`src/rtl/axis_ema_pkg.sv`:
```
// Shared types and constants for the EMA filter stream path.
// Used by the sample transmitter and the filter it feeds.
package axis_ema_pkg;

    localparam int unsigned DATA_W = 32;
    localparam int unsigned KEEP_W = DATA_W / 8;

    // Seed value the EMA accumulator takes on reset.
    localparam logic [DATA_W-1:0] EMA_SEED = 32'h3e8;

    typedef struct packed {
        logic [DATA_W-1:0] data;
        logic [KEEP_W-1:0] keep;
        logic              last;
    } axis_beat_t;

    function automatic int unsigned keep_width(input int unsigned data_w);
        return data_w / 8;
    endfunction

endpackage

```
`src/rtl/axis_sync_fifo.sv`:
```
// Single-clock FIFO with registered level and full/empty flags.
// Depth must be a power of two so both pointers wrap naturally.
module axis_sync_fifo #(
    parameter int unsigned Depth = 16,
    parameter int unsigned Width = 33
) (
    input  logic                     clk_i,
    input  logic                     rst_ni,
    input  logic                     push_i,
    input  logic [Width-1:0]         data_i,
    input  logic                     pop_i,
    output logic [Width-1:0]         data_o,
    output logic [$clog2(Depth):0]   level_o,
    output logic                     full_o,
    output logic                     empty_o
);

    localparam int unsigned PtrW = $clog2(Depth);
    localparam logic [PtrW:0] FullLvl = {1'b1, {PtrW{1'b0}}};

    logic [Width-1:0] mem_q [Depth];
    logic [PtrW-1:0]  wptr_q;
    logic [PtrW-1:0]  rptr_q;
    logic [PtrW:0]    level_q;
    logic [PtrW:0]    level_d;
    logic             push_ok;
    logic             pop_ok;

    assign full_o  = (level_q == FullLvl);
    assign empty_o = (level_q == '0);
    assign push_ok = push_i && !full_o;
    assign pop_ok  = pop_i && !empty_o;
    assign data_o  = mem_q[rptr_q];
    assign level_o = level_q;

    always_comb begin
        level_d = level_q;
        unique case ({push_ok, pop_ok})
            2'b10:   level_d = level_q + 1'b1;
            2'b01:   level_d = level_q - 1'b1;
            default: level_d = level_q;
        endcase
    end

    // Storage carries no reset; only the pointers define validity.
    always_ff @(posedge clk_i) begin
        if (push_ok) begin
            mem_q[wptr_q] <= data_i;
        end
    end

    always_ff @(posedge clk_i or negedge rst_ni) begin
        if (!rst_ni) begin
            wptr_q  <= '0;
            rptr_q  <= '0;
            level_q <= '0;
        end else begin
            if (push_ok) wptr_q <= wptr_q + 1'b1;
            if (pop_ok)  rptr_q <= rptr_q + 1'b1;
            level_q <= level_d;
        end
    end

endmodule

```
`src/rtl/axis_sample_tx.sv`:
```
// Push-interface to AXI-Stream transmitter: FIFO, registered output beat,
// packetisation by beat count or an explicit last flag.
module axis_sample_tx #(
    parameter int unsigned DATA_W  = 32,
    parameter int unsigned DEPTH   = 16,
    parameter int unsigned PKT_LEN = 64
) (
    input  logic                     ACLK,
    input  logic                     ARESETN,
    input  logic [DATA_W-1:0]        in_data,
    input  logic                     in_valid,
    input  logic                     in_last,
    output logic                     in_ready,
    output logic [$clog2(DEPTH):0]   fifo_level,
    output logic                     pkt_done,
    output logic [DATA_W-1:0]        M_AXIS_TDATA,
    output logic [DATA_W/8-1:0]      M_AXIS_TKEEP,
    output logic                     M_AXIS_TLAST,
    output logic                     M_AXIS_TVALID,
    input  logic                     M_AXIS_TREADY
);

    import axis_ema_pkg::*;

    localparam int unsigned KeepW = keep_width(DATA_W);
    localparam logic [15:0] LastPos = 16'(PKT_LEN - 1);

    logic              rdy_q;
    logic              tvalid_q;
    logic              tlast_q;
    logic [DATA_W-1:0] tdata_q;
    logic [KeepW-1:0]  tkeep_q;
    logic              pkt_done_q;
    logic [15:0]       beat_cnt_q;
    logic [15:0]       beat_cnt_d;

    logic              fifo_full;
    logic              fifo_empty;
    logic [DATA_W:0]   fifo_head;
    logic              push;
    logic              load;
    logic              accept;

    // rdy_q holds in_ready low until the first edge after reset release.
    assign in_ready = rdy_q && !fifo_full;
    assign push     = in_valid && in_ready;
    assign accept   = tvalid_q && M_AXIS_TREADY;
    assign load     = (!tvalid_q || M_AXIS_TREADY) && !fifo_empty;

    axis_sync_fifo #(
        .Depth (DEPTH),
        .Width (DATA_W + 1)
    ) u_fifo (
        .clk_i   (ACLK),
        .rst_ni  (ARESETN),
        .push_i  (push),
        .data_i  ({in_last, in_data}),
        .pop_i   (load),
        .data_o  (fifo_head),
        .level_o (fifo_level),
        .full_o  (fifo_full),
        .empty_o (fifo_empty)
    );

    // beat_cnt_d is the packet position of whatever the output register holds next.
    always_comb begin
        beat_cnt_d = beat_cnt_q;
        if (accept) begin
            beat_cnt_d = tlast_q ? 16'd0 : beat_cnt_q + 16'd1;
        end
    end

    always_ff @(posedge ACLK or negedge ARESETN) begin
        if (!ARESETN) begin
            rdy_q      <= 1'b0;
            tvalid_q   <= 1'b0;
            tlast_q    <= 1'b0;
            tdata_q    <= '0;
            tkeep_q    <= '0;
            pkt_done_q <= 1'b0;
            beat_cnt_q <= '0;
        end else begin
            rdy_q      <= 1'b1;
            beat_cnt_q <= beat_cnt_d;
            pkt_done_q <= accept && tlast_q;
            if (load) begin
                tvalid_q <= 1'b1;
                tdata_q  <= fifo_head[DATA_W-1:0];
                tlast_q  <= fifo_head[DATA_W] || (beat_cnt_d == LastPos);
                tkeep_q  <= '1;
            end else if (accept) begin
                tvalid_q <= 1'b0;
                tlast_q  <= 1'b0;
                tkeep_q  <= '0;
            end
        end
    end

    assign M_AXIS_TVALID = tvalid_q;
    assign M_AXIS_TLAST  = tlast_q;
    assign M_AXIS_TDATA  = tdata_q;
    assign M_AXIS_TKEEP  = tkeep_q;
    assign pkt_done      = pkt_done_q;

endmodule

```
`config.mk`:
```
export PLATFORM = sky130hd
export DESIGN_NAME = axis_sample_tx
export DESIGN_NICKNAME = d
export VERILOG_FILES = /design/src/rtl/axis_ema_pkg.sv /design/src/rtl/axis_sync_fifo.sv /design/src/rtl/axis_sample_tx.sv
export SDC_FILE = /design/constraint.sdc
export NUM_CORES = 1
export LEC_CHECK = 0
export ABC_AREA = 1
export CAP_MARGIN = 20
export CORE_MARGIN = 2
export CORE_UTILIZATION = 40
export CTS_CLUSTER_SIZE = 24
export DETAILED_ROUTE_END_ITERATION = 6
export GPL_TIMING_DRIVEN = 0
export HOLD_SLACK_MARGIN = 0.08
export PLACE_DENSITY = 0.6
export SYNTH_ARGS = -nofsm -noshare
export SYNTH_HDL_FRONTEND = slang
export SYNTH_HIERARCHICAL = 1
export SYNTH_SLANG_ARGS = --single-unit
```
`constraint.sdc`:
```
create_clock -name ACLK -period 4.16 [get_ports ACLK]
set_input_delay 0.832 -clock ACLK [delete_from_list [all_inputs] [get_ports ACLK]]
set_output_delay 0.832 -clock ACLK [all_outputs]
set_load 0.01 [all_outputs]
```
# Word-level counts from Yosys, hierarchy flattened
# Memory sizes are Yosys's and may differ from the RTL's.
# Index checks and enable logic that the tools add are counted.
# W data, S select, Z words.
dict set report classes {
  muxes 10
  n_reduce_logical 15
  addsub 5
  n_eq_ne 4
}
# op count
set op_table {}
lappend op_table {{$mux W16} 2}
lappend op_table {{$add A16 B1 Y16 const B} 1}
lappend op_table {{$eq A16 B6 Y1 const B} 1}
lappend op_table {{$pmux W5 S2} 1}
lappend op_table {{$add A4 B1 Y4 const B} 2}
lappend op_table {{$mux W4} 2}
lappend op_table {{$logic_and A1 B1 Y1} 7}
lappend op_table {{$add A5 B1 Y5 const B} 1}
lappend op_table {{$eq A5 B5 Y1 const B} 1}
lappend op_table {{$logic_not A5 Y1} 1}
lappend op_table {{$mux W1} 5}
lappend op_table {{$sub A5 B1 Y5 const B} 1}
lappend op_table {{$reduce_bool A2 Y1} 2}
lappend op_table {{$logic_not A1 Y1} 3}
lappend op_table {{$eq A2 B1 Y1 const B} 1}
lappend op_table {{$eq A2 B2 Y1 const B} 1}
lappend op_table {{$logic_or A1 B1 Y1} 2}
dict set report totals {
  n_memories 1
  reg_bits 69
  ramBits 528
  word_cells 45
  in_bits 37
  out_inout_bits 45
}
# memory depth width read_ports rd_ports_with_merged_regs write_ports line_no
set mem_list {}
lappend mem_list {u_fifo.mem_q 16 33 1 0 1 axis_sync_fifo.sv:21} ;# logic [Width-1:0] mem_q [Depth];

# Logic depth before layout (Yosys ltp)
dict set report logic_depth {
  word_depth 7
  depth_mapped 16
  depth_no_buf 15
}

# Modules after synthesis
# Netlist, hierarchy kept.
# module cells_each area_each_um2 instances seq_area_each_um2
set by_module_without_submodules {}
lappend by_module_without_submodules {axis_sync_fifo 2176 22888.2 1 16180.5}
lappend by_module_without_submodules {axis_sample_tx 315 2432.3 1 1301.2}

# Worst setup path after synthesis
# OpenSTA, ideal clock, no wires.
dict set report synth_path {
  path_type {input to register}
  start {input port in_valid}
  end {memory u_fifo.mem_q[0][0], enable pin}
  setup_slack_ps 919
  cell_stages 5
  path_buffers 0
  required_ps 3737
  t_arrival_ps 2818
  setup_time_ps 423
  cell_sequence {nor3b_1 > nand2_1 > inv_1 > nand2_1 > nor2_1}
}
dict set report synth_between {
  elab_chain_len 4
}
# item line_no
set synth_lines {}
lappend synth_lines {{from (decl)} axis_sample_tx.sv:11} ;# input logic in_valid,
lappend synth_lines {{$logic_and A1 B1 Y1} axis_sample_tx.sv:46} ;# assign push = in_valid && in_ready;
lappend synth_lines {{$logic_and A1 B1 Y1} axis_sync_fifo.sv:31} ;# assign push_ok = push_i && !full_o;
lappend synth_lines {{$mux W1} axis_sync_fifo.sv:47} ;# if (push_ok) begin
lappend synth_lines {{$mux W1 (not written as such)} axis_sync_fifo.sv:48} ;# mem_q[wptr_q] <= data_i;
lappend synth_lines {{to (decl)} axis_sync_fifo.sv:21}
# Every way passes these cells.

# Final worst setup path
dict set report layout_path {
  start {register u_fifo.level_q[0] (netlist: u_fifo/level_o[0])}
  end {register u_fifo.level_q[4] (netlist: u_fifo/level_o[4])}
}
dict set report layout_between {
  word_cells_on_any_way 15
  classes_between {add/sub: 2; eq/ne: 3; mux: 1; reduce/logical: 9}
}
# item line_no
set layout_rtl {}
lappend layout_rtl {{from (decl)} axis_sync_fifo.sv:24} ;# logic [PtrW:0] level_q;
lappend layout_rtl {{from (signal assigned)} axis_sync_fifo.sv:60} ;# level_q <= level_d;
lappend layout_rtl {{$logic_not A5 Y1 (*)} axis_sync_fifo.sv:30} ;# assign empty_o = (level_q == '0);
lappend layout_rtl {{via fifo_empty} axis_sample_tx.sv:38} ;# logic fifo_empty;
lappend layout_rtl {{$logic_not A1 Y1 (*)} {axis_sync_fifo.sv:32, axis_sample_tx.sv:48}}
lappend layout_rtl {{$logic_and A1 B1 Y1} axis_sample_tx.sv:48} ;# assign load = (!tvalid_q || M_AXIS_TREADY) && !fifo_empty;
lappend layout_rtl {{$logic_and A1 B1 Y1 (*)} axis_sync_fifo.sv:32} ;# assign pop_ok = pop_i && !empty_o;
lappend layout_rtl {{via u_fifo.pop_ok} axis_sync_fifo.sv:27} ;# logic pop_ok;
lappend layout_rtl {{$eq A2 B1 Y1 / $eq A2 B2 Y1 (equally long branches)} axis_sync_fifo.sv:38} ;# unique case ({push_ok, pop_ok})
lappend layout_rtl {{$pmux W5 S2 / $reduce_bool A2 Y1 (equally long branches)} --}
# The timed path passes the listed nets; every way through them passes the cells marked *.
# A chain may end at the register's enable or synchronous reset.

==> results.txt <==
RSZ-0062 raised after global routing: false
Syn-to-layout area delta: 17.9%
Slew @ Worst Pin: 1020 ps
CP Max Fanout: 17
Finished Cell Area: 0.0299 mm^2
Via count: 17500
Final setup TNS: 0 ps
Initial antenna violation count: 0
DIE WIDTH: 256 um
Most common cell after layout, fill and taps aside: nand2_1
Final Setup Violations: 0
Post-Route WL: 66.6 mm
Yosys reg bits: 593
CTS tree: built
Avg Cell Area, Syn: 10.2 um^2
Largest net degree at the start of global routing: 38
GR Overflow Total: 0
Vias per cell: 4.93
Synth top area share: 0.626
Die area: 0.0653 mm^2
Commonest non-fill, non-tap cells in the layout: 1017 x nand2_1, 528 x edfxtp_1, 252 x inv_1
Final Max Slew Viols: 0
CTS Sinks: 593
Antenna cell count: 0
Setup crit end kind: flip-flop
GPL Wtd Cong: 0.812
Reg clk slew, reported paths: 60 ps
Total power: 19.6 mW
CP Class: reg2reg
Final core utilization: 0.475
Post-Syn Area: 0.0253 mm^2
Seq/Total Area, Yosys: 0.690
Synth area leaders: edfxtp_1 63%, nand2_1 15%, dfrtp_1 6.4%, nand3_1 4.4%, inv_1 3.7%
YS warnings: 6
DIE HEIGHT: 256 um
Data required, critical path: 4630 ps
Core Area: 0.0629 mm^2
TritonCTS Buffers: 66
Pleak: 12.6 nW
Skew-Pair Late Insertion Delay: 590 ps
Synth Flop Type: edfxtp_1
Port buffer count: 81
Fin. Hold Viols: 0
Hold WC Path Type: in2async
H-tree depth: 3
PD cells: 658 mW/mm^2
Cts hold-fix bufs: 0
First-pass DRT Iterations: 5
Num rows: 92
Routed len/inst: 18.8 um
Peak VDD IR: 0.471 mV
WP data arrival: 4150 ps
First-pass GRT wire length: 101 mm
DP Area: 0.0277 mm^2
HPWL Detailed: 44.6 mm
Ys async rst share: 0.110
Max Buffers Root-to-Sink: 3
EDFF count, synth: 528
Placed cell count: 3435
I/O pins: 82
Period minus WS final: 3680 ps
Count of cell types in the netlist: 36
ANT nets after route: 0
Startpoint Class: flip-flop
FMAX: 0.272 GHz
Setup Skew: 25.3 ps
Initial DRC Count: 1492
Fin nets: 2704
Max cap viols: 0
Status: finished clean
Vias in the first global route: 17000
Final Instance Count excl. Fillers: 3550
Post-synth top area cell: edfxtp_1
Layout cells sized above 1: 0.0821
Gr usage total: 0.205
Initial Utilization: 0.403
# DRC: 0
Fin crit share: 0.884
Reg2Reg Setup Slack: 480 ps
Synth Instances: 2491
Syn Nets: 2539
CTS root buf: clkbuf_16
Rel. slew slack: 0.321
[registers in the layout (all words and copies together), names as in the netlist]
name / flops
M_AXIS_TLAST: 1
beat_cnt_q: 16
u_fifo/level_o: 5
u_fifo/rptr_q: 4
rdy_q: 1
M_AXIS_TKEEP: 1
u_fifo/wptr_q: 4
u_fifo/mem_q: 528
M_AXIS_TDATA: 32
pkt_done: 1
[final timing paths]
kind / start / end / cells past startpoint
hold reg to reg: M_AXIS_TDATA[22]$_DFFE_PN0P_ / M_AXIS_TDATA[22]$_DFFE_PN0P_ / 2
min in group ACLK: M_AXIS_TDATA[22]$_DFFE_PN0P_ / M_AXIS_TDATA[22]$_DFFE_PN0P_ / 2
max in group asynchronous: ARESETN / M_AXIS_TDATA[26]$_DFFE_PN0P_ / 2
setup / recovery: u_fifo/level_o[0]$_DFFE_PN0P_ / u_fifo/level_o[4]$_DFFE_PN0P_ / 14
hold / removal: ARESETN / beat_cnt_q[7]$_DFF_PN0_ / 1
setup reg to reg: u_fifo/level_o[0]$_DFFE_PN0P_ / u_fifo/level_o[4]$_DFFE_PN0P_ / 14
[routing by layer]
metal,track usage,routed length [um]
met2,0.338,31600
met1,0.270,28000
met5,0,0
met4,0.0828,2110
met3,0.0330,4900
[cell families (layout without fill, tap and decap cells)]
group,Yosys count,count (layout),synth area share
AOI/OAI and AO/OA,13,13,0.00321
xor gates and xnor gates,7,7,0.00242
adders and majority gates,11,11,0.00573
buffers and inverters,371,584,0.0626
DFF,593,593,0.690
other,1,1,0.000148
and+or+nand+nor,1495,1495,0.236
[power by group]
part / internal [mW] / switching, mW / total [mW] / leakage (nW)
clock: 3.52 / 2.29 / 5.81 / 1.05
combinational: 2.04 / 4.58 / 6.63 / 5.94
sequential: 6.98 / 0.230 / 7.21 / 5.57
[cells in the mapped netlist (4+ instances only)]
cell      number
inv_2          5
nand3_1      221
buf_6          7
buf_1          8
buf_2         63
buf_4         16
nand4_1        9
o21ai_0        4
dfrtp_1       65
ha_1          10
nand2_1     1017
inv_1        252
nor2_1       238
xor2_1         4
edfxtp_1     528
clkbuf_1      19
[critical path, stage by stage (launching register included)]
cell	delay, ps
dfrtp_1	450
nor2_1	100
nand4_1	300
inv_1	170
a21oi_4	740
nand2_1	330
inv_1	320
ha_1	370
ha_1	330
nand2_1	100
nand3_1	100
nand3_1	90
nand2_1	60
nand2_1	50
nand2_1	40
[final cells by class]
type                    count  area (um^2)
plain buffers             112          612
clock buffers              91         1880
clock inverters            25          274
fillers                  5734        33000
inverters                 258          968
multi-input cells        1527         6380
flip-flops and latches    593        17500
well taps                 846         1060
repair buffers             98         1190
[per-stage QoR]
stage / hold WS, ps / setup slack [ps]
final: 205 / 482
after global routing: 219 / 236
after CTS: 190 / 130
after detailed placement: 458 / -620
after global placement: 458 / -1310
after floorplan: 493 / 919
[timing repair]
| item | 4_1_cts | 5_1_grt |
|---|---|---|
| buffers inserted | 0 | 0 |
| gates cloned | 0 | 0 |
| endpoints found under the setup margin | 2 | 2 |
| gates resized for setup | 1 | 0 |
Power figures use the tool's default switching activity.
